### src/rtl/pipeline_ctrl_pkg.sv
// Shared constants for the pipeline stall/flush sequencer: state encoding, fill defaults,
// memory-port owner codes and field widths.
package pipeline_ctrl_pkg;
  localparam int unsigned STATE_W        = 2;
  localparam logic [STATE_W-1:0] ST_IDLE   = 2'd0;
  localparam logic [STATE_W-1:0] ST_I_FILL = 2'd1;
  localparam logic [STATE_W-1:0] ST_D_FILL = 2'd2;
  localparam logic [STATE_W-1:0] ST_HALTED = 2'd3;

  localparam int unsigned FILL_WORDS_DEF = 8;
  localparam logic        MEMSEL_I       = 1'b0;
  localparam logic        MEMSEL_D       = 1'b1;

  localparam int unsigned REG_W  = 4;
  localparam int unsigned PERF_W = 16;
endpackage

### src/rtl/pipeline_ctrl_fill_beat_counter.sv
// Fill word counter: clears at fill start, advances per returned word, wraps naturally
// (FILL_WORDS is a power of 2) and flags the last beat of a line.
module fill_beat_counter #(
  parameter int unsigned FILL_WORDS = 8
) (
  input  logic                          clk,
  input  logic                          rst,
  input  logic                          clear,
  input  logic                          advance,
  output logic [$clog2(FILL_WORDS)-1:0] beat,
  output logic                          last_c
);
  localparam int unsigned BEAT_W = $clog2(FILL_WORDS);

  always_ff @(posedge clk or posedge rst) begin
    if (rst) begin
      beat <= '0;
    end else if (clear) begin
      beat <= '0;
    end else if (advance) begin
      beat <= beat + BEAT_W'(1);
    end
  end

  assign last_c = (beat == BEAT_W'(FILL_WORDS - 1));
endmodule

### src/rtl/pipeline_ctrl.sv
// Stall/flush sequencer for the 5-stage pipeline: hazard priority, memory-port fill
// arbitration and HLT freeze. Optional perf counters under PIPE_PERF_CNT_EN.
module pipeline_ctrl
  import pipeline_ctrl_pkg::*;
#(
  parameter int unsigned FILL_WORDS = FILL_WORDS_DEF
) (
  input  logic                          clk,
  input  logic                          rst,
  input  logic                          icache_miss,
  input  logic                          dcache_miss,
  input  logic                          mem_valid,
  input  logic                          ex_memread,
  input  logic [REG_W-1:0]              ex_dst,
  input  logic [REG_W-1:0]              id_rs,
  input  logic [REG_W-1:0]              id_rt,
  input  logic                          id_branch_taken,
  input  logic                          wb_hlt,
  output logic                          pc_wren,
  output logic                          if_id_wren,
  output logic                          if_id_flush,
  output logic                          id_ex_wren,
  output logic                          id_ex_flush,
  output logic                          ex_mem_wren,
  output logic                          mem_wb_wren,
  output logic                          mem_req,
  output logic                          mem_sel,
  output logic [$clog2(FILL_WORDS)-1:0] fill_beat,
  output logic                          fill_done_i,
  output logic                          fill_done_d,
  output logic                          halted
`ifdef PIPE_PERF_CNT_EN
  ,
  output logic [PERF_W-1:0]             perf_dstall,
  output logic [PERF_W-1:0]             perf_istall,
  output logic [PERF_W-1:0]             perf_luse
`endif
);
  logic [STATE_W-1:0] state, state_nxt;
  logic mem_req_nxt, mem_sel_nxt, done_i_nxt, done_d_nxt, halted_nxt;
  logic beat_clear, beat_adv, beat_last;
  logic dmiss_ok, imiss_ok, freeze, fetch_stall, load_use;

  // A miss is masked in the cycle its own line fill reports completion.
  assign dmiss_ok = dcache_miss && !fill_done_d;
  assign imiss_ok = icache_miss && !fill_done_i;

  assign freeze      = (state == ST_D_FILL) || ((state == ST_IDLE) && dmiss_ok);
  assign fetch_stall = ((state == ST_I_FILL) || ((state == ST_IDLE) && imiss_ok)) && !freeze;
  assign load_use    = ex_memread && (ex_dst != '0) && ((ex_dst == id_rs) || (ex_dst == id_rt));

  fill_beat_counter #(.FILL_WORDS(FILL_WORDS)) u_beat (
    .clk     (clk),
    .rst     (rst),
    .clear   (beat_clear),
    .advance (beat_adv),
    .beat    (fill_beat),
    .last_c  (beat_last)
  );

  always_ff @(posedge clk or posedge rst) begin
    if (rst) begin
      state       <= ST_IDLE;
      mem_req     <= 1'b0;
      mem_sel     <= MEMSEL_I;
      fill_done_i <= 1'b0;
      fill_done_d <= 1'b0;
      halted      <= 1'b0;
    end else begin
      state       <= state_nxt;
      mem_req     <= mem_req_nxt;
      mem_sel     <= mem_sel_nxt;
      fill_done_i <= done_i_nxt;
      fill_done_d <= done_d_nxt;
      halted      <= halted_nxt;
    end
  end

  // Next state and registered-output values; a fill in flight is never preempted or halted.
  always_comb begin
    state_nxt   = state;
    mem_req_nxt = mem_req;
    mem_sel_nxt = mem_sel;
    done_i_nxt  = 1'b0;
    done_d_nxt  = 1'b0;
    beat_clear  = 1'b0;
    beat_adv    = 1'b0;
    case (state)
      ST_IDLE: begin
        if (wb_hlt) begin
          state_nxt = ST_HALTED;
        end else if (dmiss_ok) begin
          state_nxt   = ST_D_FILL;
          mem_req_nxt = 1'b1;
          mem_sel_nxt = MEMSEL_D;
          beat_clear  = 1'b1;
        end else if (imiss_ok) begin
          state_nxt   = ST_I_FILL;
          mem_req_nxt = 1'b1;
          mem_sel_nxt = MEMSEL_I;
          beat_clear  = 1'b1;
        end
      end
      ST_I_FILL, ST_D_FILL: begin
        if (mem_valid) begin
          beat_adv = 1'b1;
          if (beat_last) begin
            state_nxt   = ST_IDLE;
            mem_req_nxt = 1'b0;
            done_i_nxt  = (state == ST_I_FILL);
            done_d_nxt  = (state == ST_D_FILL);
          end
        end
      end
      default: state_nxt = ST_HALTED;
    endcase
    halted_nxt = (state_nxt == ST_HALTED);
  end

  // Stage enables: halt > freeze > load-use > fetch stall > branch.
  always_comb begin
    pc_wren     = 1'b1;
    if_id_wren  = 1'b1;
    if_id_flush = 1'b0;
    id_ex_wren  = 1'b1;
    id_ex_flush = 1'b0;
    ex_mem_wren = 1'b1;
    mem_wb_wren = 1'b1;
    if ((state == ST_HALTED) || freeze) begin
      pc_wren     = 1'b0;
      if_id_wren  = 1'b0;
      id_ex_wren  = 1'b0;
      ex_mem_wren = 1'b0;
      mem_wb_wren = 1'b0;
    end else if (load_use) begin
      pc_wren     = 1'b0;
      if_id_wren  = 1'b0;
      id_ex_flush = 1'b1;
    end else if (fetch_stall) begin
      pc_wren     = 1'b0;
      if_id_flush = 1'b1;
    end else if (id_branch_taken) begin
      if_id_flush = 1'b1;
    end
  end

`ifdef PIPE_PERF_CNT_EN
  logic count_en;
  assign count_en = (state != ST_HALTED);

  always_ff @(posedge clk or posedge rst) begin
    if (rst) begin
      perf_dstall <= '0;
      perf_istall <= '0;
      perf_luse   <= '0;
    end else if (count_en) begin
      if (freeze && (perf_dstall != '1)) perf_dstall <= perf_dstall + PERF_W'(1);
      if (fetch_stall && !load_use && (perf_istall != '1)) perf_istall <= perf_istall + PERF_W'(1);
      if (load_use && !freeze && (perf_luse != '1)) perf_luse <= perf_luse + PERF_W'(1);
    end
  end
`endif
endmodule
### config.mk
export PLATFORM = sky130hd
export DESIGN_NAME = pipeline_ctrl
export DESIGN_NICKNAME = d
export VERILOG_FILES = /design/src/rtl/pipeline_ctrl_pkg.sv /design/src/rtl/pipeline_ctrl_fill_beat_counter.sv /design/src/rtl/pipeline_ctrl.sv
export SDC_FILE = /design/constraint.sdc
export NUM_CORES = 1
export LEC_CHECK = 0
export CAP_MARGIN = 20
export CORE_ASPECT_RATIO = 0.9
export CORE_MARGIN = 4
export CORE_UTILIZATION = 26
export CTS_BUF_LIST = sky130_fd_sc_hd__clkbuf_2
export DETAILED_ROUTE_END_ITERATION = 12
export GPL_ROUTABILITY_DRIVEN = 0
export PLACE_DENSITY_LB_ADDON = 0.1
export RECOVER_POWER = 100
export SYNTH_ARGS = -nofsm -noshare
export SYNTH_HDL_FRONTEND = slang
export SYNTH_SLANG_ARGS = --single-unit
### constraint.sdc
create_clock -name clk -period 1.75 [get_ports clk]
set_input_delay 0.525 -clock clk [delete_from_list [all_inputs] [get_ports clk]]
set_output_delay 0.525 -clock clk [all_outputs]
set_load 0.01 [all_outputs]
==> reports/summary.txt, run 1 <==
WP data arrival = 1.72 ns
Initial DRC count = 23
Met2 GRT Util = 0.2162
Gr usage total = 0.1247
Setup TNS Final = -2.914 ns
Failing checks = negative setup slack
Initial antenna violation count = 0
Core Region = 2748 sq um
Clock sinks = 10
Number of remaining DRC errors = 0
Die Y = 58.81 microns
Post-synth ARST share = 1.000
Initial cell density of the core = 0.2714
Num CTS Buffers = 3
Antenna Violating Nets Remaining = 0
Clock Tree Buf Depth = 2
Top delay family on crit path = buffers and inverters
Largest net degree at the start of global routing = 11
Met1 usage = 0.1454
Max Slew Vio Count = 0
Most Crowded Layer GR = met2
RSZ-0062 raised after global routing = yes
Status = complete, but fails checks
Number of port buffers = 34
WL final = 2.066 mm
LEAKAGE = 0.6464 nW
Synth warn = 0
Endpoints failing hold = 0
Sequential element share of the synthesized area = 0.3356
Most used DFF post-synth = dfrtp_1
Post-synth top area share = 0.3356
Vias in the first global route = 837
Crit path max fanout = 4
Pwr/cell area = 1435 nW/um^2
EDFF count, synth = 0
Crit path buffers/inverters = 2
Max_slew headroom = 0.7342
Routed WL per cell = 11.61 microns
Mean Syn Cell Area = 9.439 sq um
Crit path kind = input port to primary output
Die Width = 64.45 microns
Worst-skew pair later-pin latency = 0.25 ns
Fmax = 445.3 MHz
Global routing met3 resource utilization = 0.05153
Filler Cell Count = 278
Slowest cell on the critical path = dlygate4sd2_1
Post-DP HPWL = 1.607 mm
Cells after synthesis = 79
First-pass detailed-route iteration total = 4
Count of final setup violators = 7
Yosys reg bits = 10
Synth Net Count = 107
CTS tree = done
Worst path required time = 1.22 ns
Cells along the critical path = dlygate4sd2_1 > xnor2_1 > nand4_1 > a21oi_4 > and2_1 > buf_2
Row cnt = 18
CTS Hold Buffers Added = 0
Die area = 3790 sq um
H-tree levels = 1
Via count = 758
Io pins = 35
Clock-pin slew on the worst setup and hold paths = 0.10 ns
Yosys cell types = 29
Worst setup margin = -0.4956 ns
CP startpoint kind = input port
Final nets = 167
# diodes = 0
HP Class = flop to flop
Grt ovf = 0
Layout cells sized above 1 = 0.3406
Max Cap Viol = 0
CTS root buf = clkbuf_2
Crit path time final = 2.246 ns
Critical path endpoint category = primary output
Setup Skew = 0.001458 ns
Synth-to-layout area growth = 81.38%
Cell Area, Synth = 745.7 sq um
Fin Hold WS = 0.5100 ns
Vias per inst = 4.258
CP max stage delay = 0.33 ns
Global-route wire length before repair = 3.615 mm
Biggest area consumer among synthesized cells = dfrtp_1
Placed cell areas = 1236 sq um
Post-route design area = 1353 sq um
Peak VDD IR = 519.6 uV
Top cells by area, synth = dfrtp_1 34%, ha_1 13%, xnor2_1 9.4%
Worst Max-Slew Pin Slew = 0.3982 ns
Fin crit share = 1.283
## per-stage QoR
| step | total power [mW] | std cells | worst slack [ns] | utilization |
|---|---|---|---|---|
| 3_5_place_dp | 1.602 | 163 | -1.100 | 0.4499 |
| 6_report | 1.941 | 178 | -0.4956 | 0.4923 |
| 4_1_cts | 1.945 | 176 | -0.4987 | 0.4859 |
| 3_3_place_gp | 1.595 | 163 | -1.078 | 0.4499 |
| 5_1_grt | 2.120 | 178 | -0.5705 | 0.4923 |
| 2_1_floorplan | 1.047 | 79 | -0.1014 | - |
## final timing paths
check | startpoint | endpoint | slack [ns] | cells past startpoint
hold reg to reg | mem_sel | mem_sel | 0.51 | 2
setup / recovery | ex_dst[1] | id_ex_flush | -0.50 | 6
max in group asynchronous | rst | state[0] | 0.76 | 2
hold / removal | mem_sel | mem_sel | 0.51 | 2
min in group asynchronous | rst | u_beat.beat[0] | 0.69 | 2
setup reg to reg | u_beat.beat[1] | halted | 0.15 | 7
## synth_stat cells, types with 2 or more instances
library cell,instances
dfrtp_1,10
ha_1,8
xnor2_1,8
nand2_1,7
a21oi_1,6
inv_1,5
nand2b_1,4
nor2_1,4
a21oi_2,2
and2_1,2
buf_4,2
nand3_1,2
nand4_1,2
o21ai_0,2
## layout by cell type (no fill, tap or decap), types with 2 or more instances in the layout
master and n:
a21oi_1 6, buf_2 3, buf_4 14, buf_6 9, clkbuf_2 3, clkbuf_4 4, clkdlybuf4s25_1 3, clkdlybuf4s50_1 5
dfrtp_1 9, dlygate4sd2_1 17, dlygate4sd3_1 2, ha_1 6, inv_1 3, inv_2 2, nand2_1 7, nand2b_1 4
nand3_1 2, nand4_1 2, nor2_1 3, nor2_2 2, nor2b_4 2, o21ai_0 3, xnor2_1 8
## flip-flops by register name, indices dropped and copies added (netlist names)
name         count
state            2
fill_done_i      1
u_beat.beat      3
mem_req          1
fill_done_d      1
mem_sel          1
halted           1
## final cells by class
class	instances	area (sq um)	share of cell area
multi-input combinational	62	513.0	0.3793
timing repair buffer	57	500.5	0.3700
sequential	10	251.5	0.1859
clock inverter	1	3.754	0.002775
tap	40	50.05	0.03700
inverter	5	18.77	0.01388
clock buffer	3	15.01	0.01110
## kinds of logic after synthesis
| logic type | after synthesis | synth area share |
|---|---|---|
| adders and majority gates | 8 | 0.1342 |
| DFF | 10 | 0.3356 |
| AOI/OAI and AO/OA | 19 | 0.1829 |
| xor gates and xnor gates | 9 | 0.1057 |
| and+or+nand+nor | 26 | 0.1963 |
| buffers and inverters | 7 | 0.04530 |
## report_power, final
group | total (mW) | leakage, nW | internal [mW] | switching (mW)
combinational | 1.45 | 0.512 | 0.827 | 0.621
sequential | 0.366 | 0.120 | 0.316 | 0.0506
clock | 0.126 | 0.0140 | 0.0497 | 0.0765
total | 1.94 | 0.646 | 1.19 | 0.748
## routing by layer
metal	vias up	routed length, microns
met5	-	0
li1	391	-
met3	2	131
met2	22	1010
met1	343	914
met4	0	9
## repair_timing
| action | CTS | global route |
|---|---|---|
| gates resized for setup | 58 | 4 |
| pin swaps | 17 | 1 |
| setup endpoints to repair | 10 | 10 |
| setup buffers | 9 | 2 |
## worst min-delay path: cells and delay by family (launching register included)
kind	cells	cell delay, ns
flops	1	0.35
compound gates	2	0.13
No activity file was read; power rests on OpenSTA's default activity.
==> inputs of run 2 (changes only) <==
==> constraint.sdc (replaced) <==
create_clock -name clk -period 1.75 [get_ports clk]
set_input_delay 0.35 -clock clk [delete_from_list [all_inputs] [get_ports clk]]
set_output_delay 0.35 -clock clk [all_outputs]
set_load 0.01 [all_outputs]
==> reports/summary.txt, run 2 (same netlist as run 1, synthesis figures left out) <==
Vias in the first global route = 764 (-8.7%)
Final nets = 162 (-3.0%)
Die Y = 58.81 microns (unchanged)
Number of remaining DRC errors = 0 (unchanged)
Io pins = 35 (unchanged)
Gr usage total = 0.1148 (-0.009972)
Max Slew Vio Count = 0 (unchanged)
Fmax = 508.0 MHz (+14%)
CTS tree = done
# diodes = 0 (unchanged)
Failing checks = negative setup slack
WL final = 1.997 mm (-3.3%)
Peak VDD IR = 724.7 uV (+39%)
Max Cap Viol = 0 (unchanged)
Worst-skew pair later-pin latency = 0.26 ns (about the same)
Worst path required time = 1.40 ns (+0.18 ns)
CP max stage delay = 0.39 ns (+0.06 ns)
Crit path launch = state[0]
Pwr/cell area = 1358 nW/um^2 (-5.4%)
RSZ-0062 raised after global routing = yes
Crit path time final = 1.969 ns (-0.2769 ns)
Vias per inst = 4.312 (+1.3%)
Crit path max fanout = 3 (-1)
First-pass detailed-route iteration total = 4 (unchanged)
FF-to-FF End = halted
Antenna Violating Nets Remaining = 0 (unchanged)
R2R depth = 6 (-1)
Global-route wire length before repair = 3.353 mm (-7.2%)
Die area = 3790 sq um (unchanged)
CP startpoint kind = flop
Worst setup margin = -0.2186 ns (+0.2769 ns)
Crit path kind = flop to primary output
Post-DP HPWL = 1.581 mm (-1.6%)
Internal power = 1.039 mW (-13%)
Number of flip-flops in the largest register = 3 (unchanged)
Core Region = 2748 sq um (unchanged)
Register area = 250.2 sq um (-0.50%)
Endpoints failing hold = 0 (unchanged)
Clock sinks = 10 (unchanged)
Clock Tree Buf Depth = 2 (unchanged)
CTS Hold Buffers Added = 0 (unchanged)
Die Width = 64.45 microns (unchanged)
Worst Max-Slew Pin Slew = 0.3916 ns (-0.006625 ns)
Sequential fraction of design power = 0.209 (+0.020)
HP Class = input port to asynchronous set/reset pin
Largest net degree at the start of global routing = 11 (unchanged)
Via count = 746 (-1.6%)
Layout cells sized above 1 = 0.3158 (-0.02479)
Worst R2R Start = u_beat.beat[0]
CP endpoint = if_id_flush
Fin Hold WS = 0.4928 ns (-0.01719 ns)
Initial cell density of the core = 0.2714 (unchanged)
Synth-to-layout area growth = 73.32%
Switching Share = 0.4078 (+0.02227)
Clock-pin slew on the worst setup and hold paths = 0.10 ns (about the same)
Routed WL per cell = 11.54 microns (-0.55%)
Most frequent cells in the layout = 15 x buf_4, 11 x dlygate4sd2_1, 10 x dfrtp_1, 8 x xnor2_1, 8 x dlygate4sd3_1
Slowest cell on the critical path = dfrtp_1
Num CTS Buffers = 3 (unchanged)
Count of final setup violators = 7 (unchanged)
Cells along the critical path = inv_2 > ha_4 > and3b_2 > a2111o_1 > nor2_2 > buf_2
Critical path endpoint category = primary output
Max_slew headroom = 0.7387 (+0.004421)
Reg2reg setup slack = 0.21 ns (+0.06 ns)
H-tree levels = 1 (unchanged)
NetSw = 0.7157 mW (-4.3%)
Area occupied by multi-input gates = 501.7 sq um (-2.2%)
Initial antenna violation count = 0 (unchanged)
Most common cell after layout, fill and taps aside = buf_4
WP data arrival = 1.62 ns (-0.10 ns)
Grt ovf = 0 (unchanged)
Status = complete, but fails checks
Clock group share of total power = 0.075 (+0.010)
Number of port buffers = 34 (unchanged)
Logic gate share of total power = 0.716 (-0.030)
Row cnt = 18 (unchanged)
Power, Total = 1.755 mW (-9.6%)
Fin crit share = 1.125 (-0.1583)
Filler Cell Count = 279 (+0.36%)
Top reg by flops = u_beat.beat
Setup Skew = 0.005956 ns (+0.004498 ns)
Initial DRC count = 34 (+48%)
Setup TNS Final = -1.133 ns (+1.781 ns)
CTS root buf = clkbuf_2
Top flop regs = u_beat.beat x3, state x2
LEAKAGE = 0.6022 nW (-6.8%)
## run 2: changes by cell type in the layout (fill, tap and decap cells not counted), moves of 3 or more
cell	previous run	this run
buf_6	9	5
clkbuf_4	4	1
clkdlybuf4s25_1	3	0
dlygate4sd2_1	17	11
dlygate4sd3_1	2	8
## run 2: what timing repair did
action | in CTS | in global routing
gates resized for setup | 51 | 3
gates cloned | 0 | 0
pin swaps | 15 | 2
buffers inserted | 5 | 0
setup endpoints to repair | 7 | 7
## run 2: critical path, delay by kind of cell (launching register included)
kind	cells	cell delay (ns)
adder cells (fa/ha/maj)	1	0.16
AND/OR/NAND/NOR	2	0.31
buffers and inverters	2	0.21
flip-flops	1	0.39
AO/OA/AOI/OAI	1	0.30
## run 2: power by group through the flow
stage          clock network [mW]  logic, mW  registers, mW
3_3_place_gp                    0       1.26          0.372
2_1_floorplan                   0      0.632          0.404
6_report                    0.131       1.26          0.368
4_1_cts                     0.134       1.30          0.369
5_1_grt                     0.144       1.38          0.376
3_5_place_dp                    0       1.26          0.376
## run 2: worst min-delay path by stage
stage	to	cells past startpoint	slack, ns	startpoint
final	fill_done_d	2	0.49	rst
after global routing	fill_done_d	2	0.52	rst
after detailed placement	mem_req	1	0.50	mem_req
after global placement	mem_sel	2	0.49	mem_sel
after floorplan	fill_done_d	1	0.19	rst
after CTS	u_beat.beat[2]	2	0.37	rst
## run 2: per-stage QoR
| step | setup WS, ns | instance area, sq um | cells | utilization |
|---|---|---|---|---|
| finish | -0.2186 | 1292 | 173 | 0.4704 |
| global route | -0.3171 | 1292 | 173 | 0.4704 |
| CTS | -0.2411 | 1285 | 173 | 0.4677 |
| detailed placement | -0.7283 | 1239 | 164 | 0.4508 |
| global placement | -0.7251 | 1239 | 164 | 0.4508 |
| floorplan | 0.05216 | 765.7 | 79 | - |
## run 2: layout make-up
class,count,area share
sequential,10,0.1936
timing repair buffer,52,0.3504
clock inverter,1,0.002904
clock buffer,3,0.01162
multi-input combinational,62,0.3882
tap,40,0.03872
inverter,5,0.01452
## run 2: routing by layer
metal	GRT usage	wire length (microns)
met3	0.04580	137
met4	0.01807	6
met5	0	0
met2	0.1824	887
met1	0.1508	966
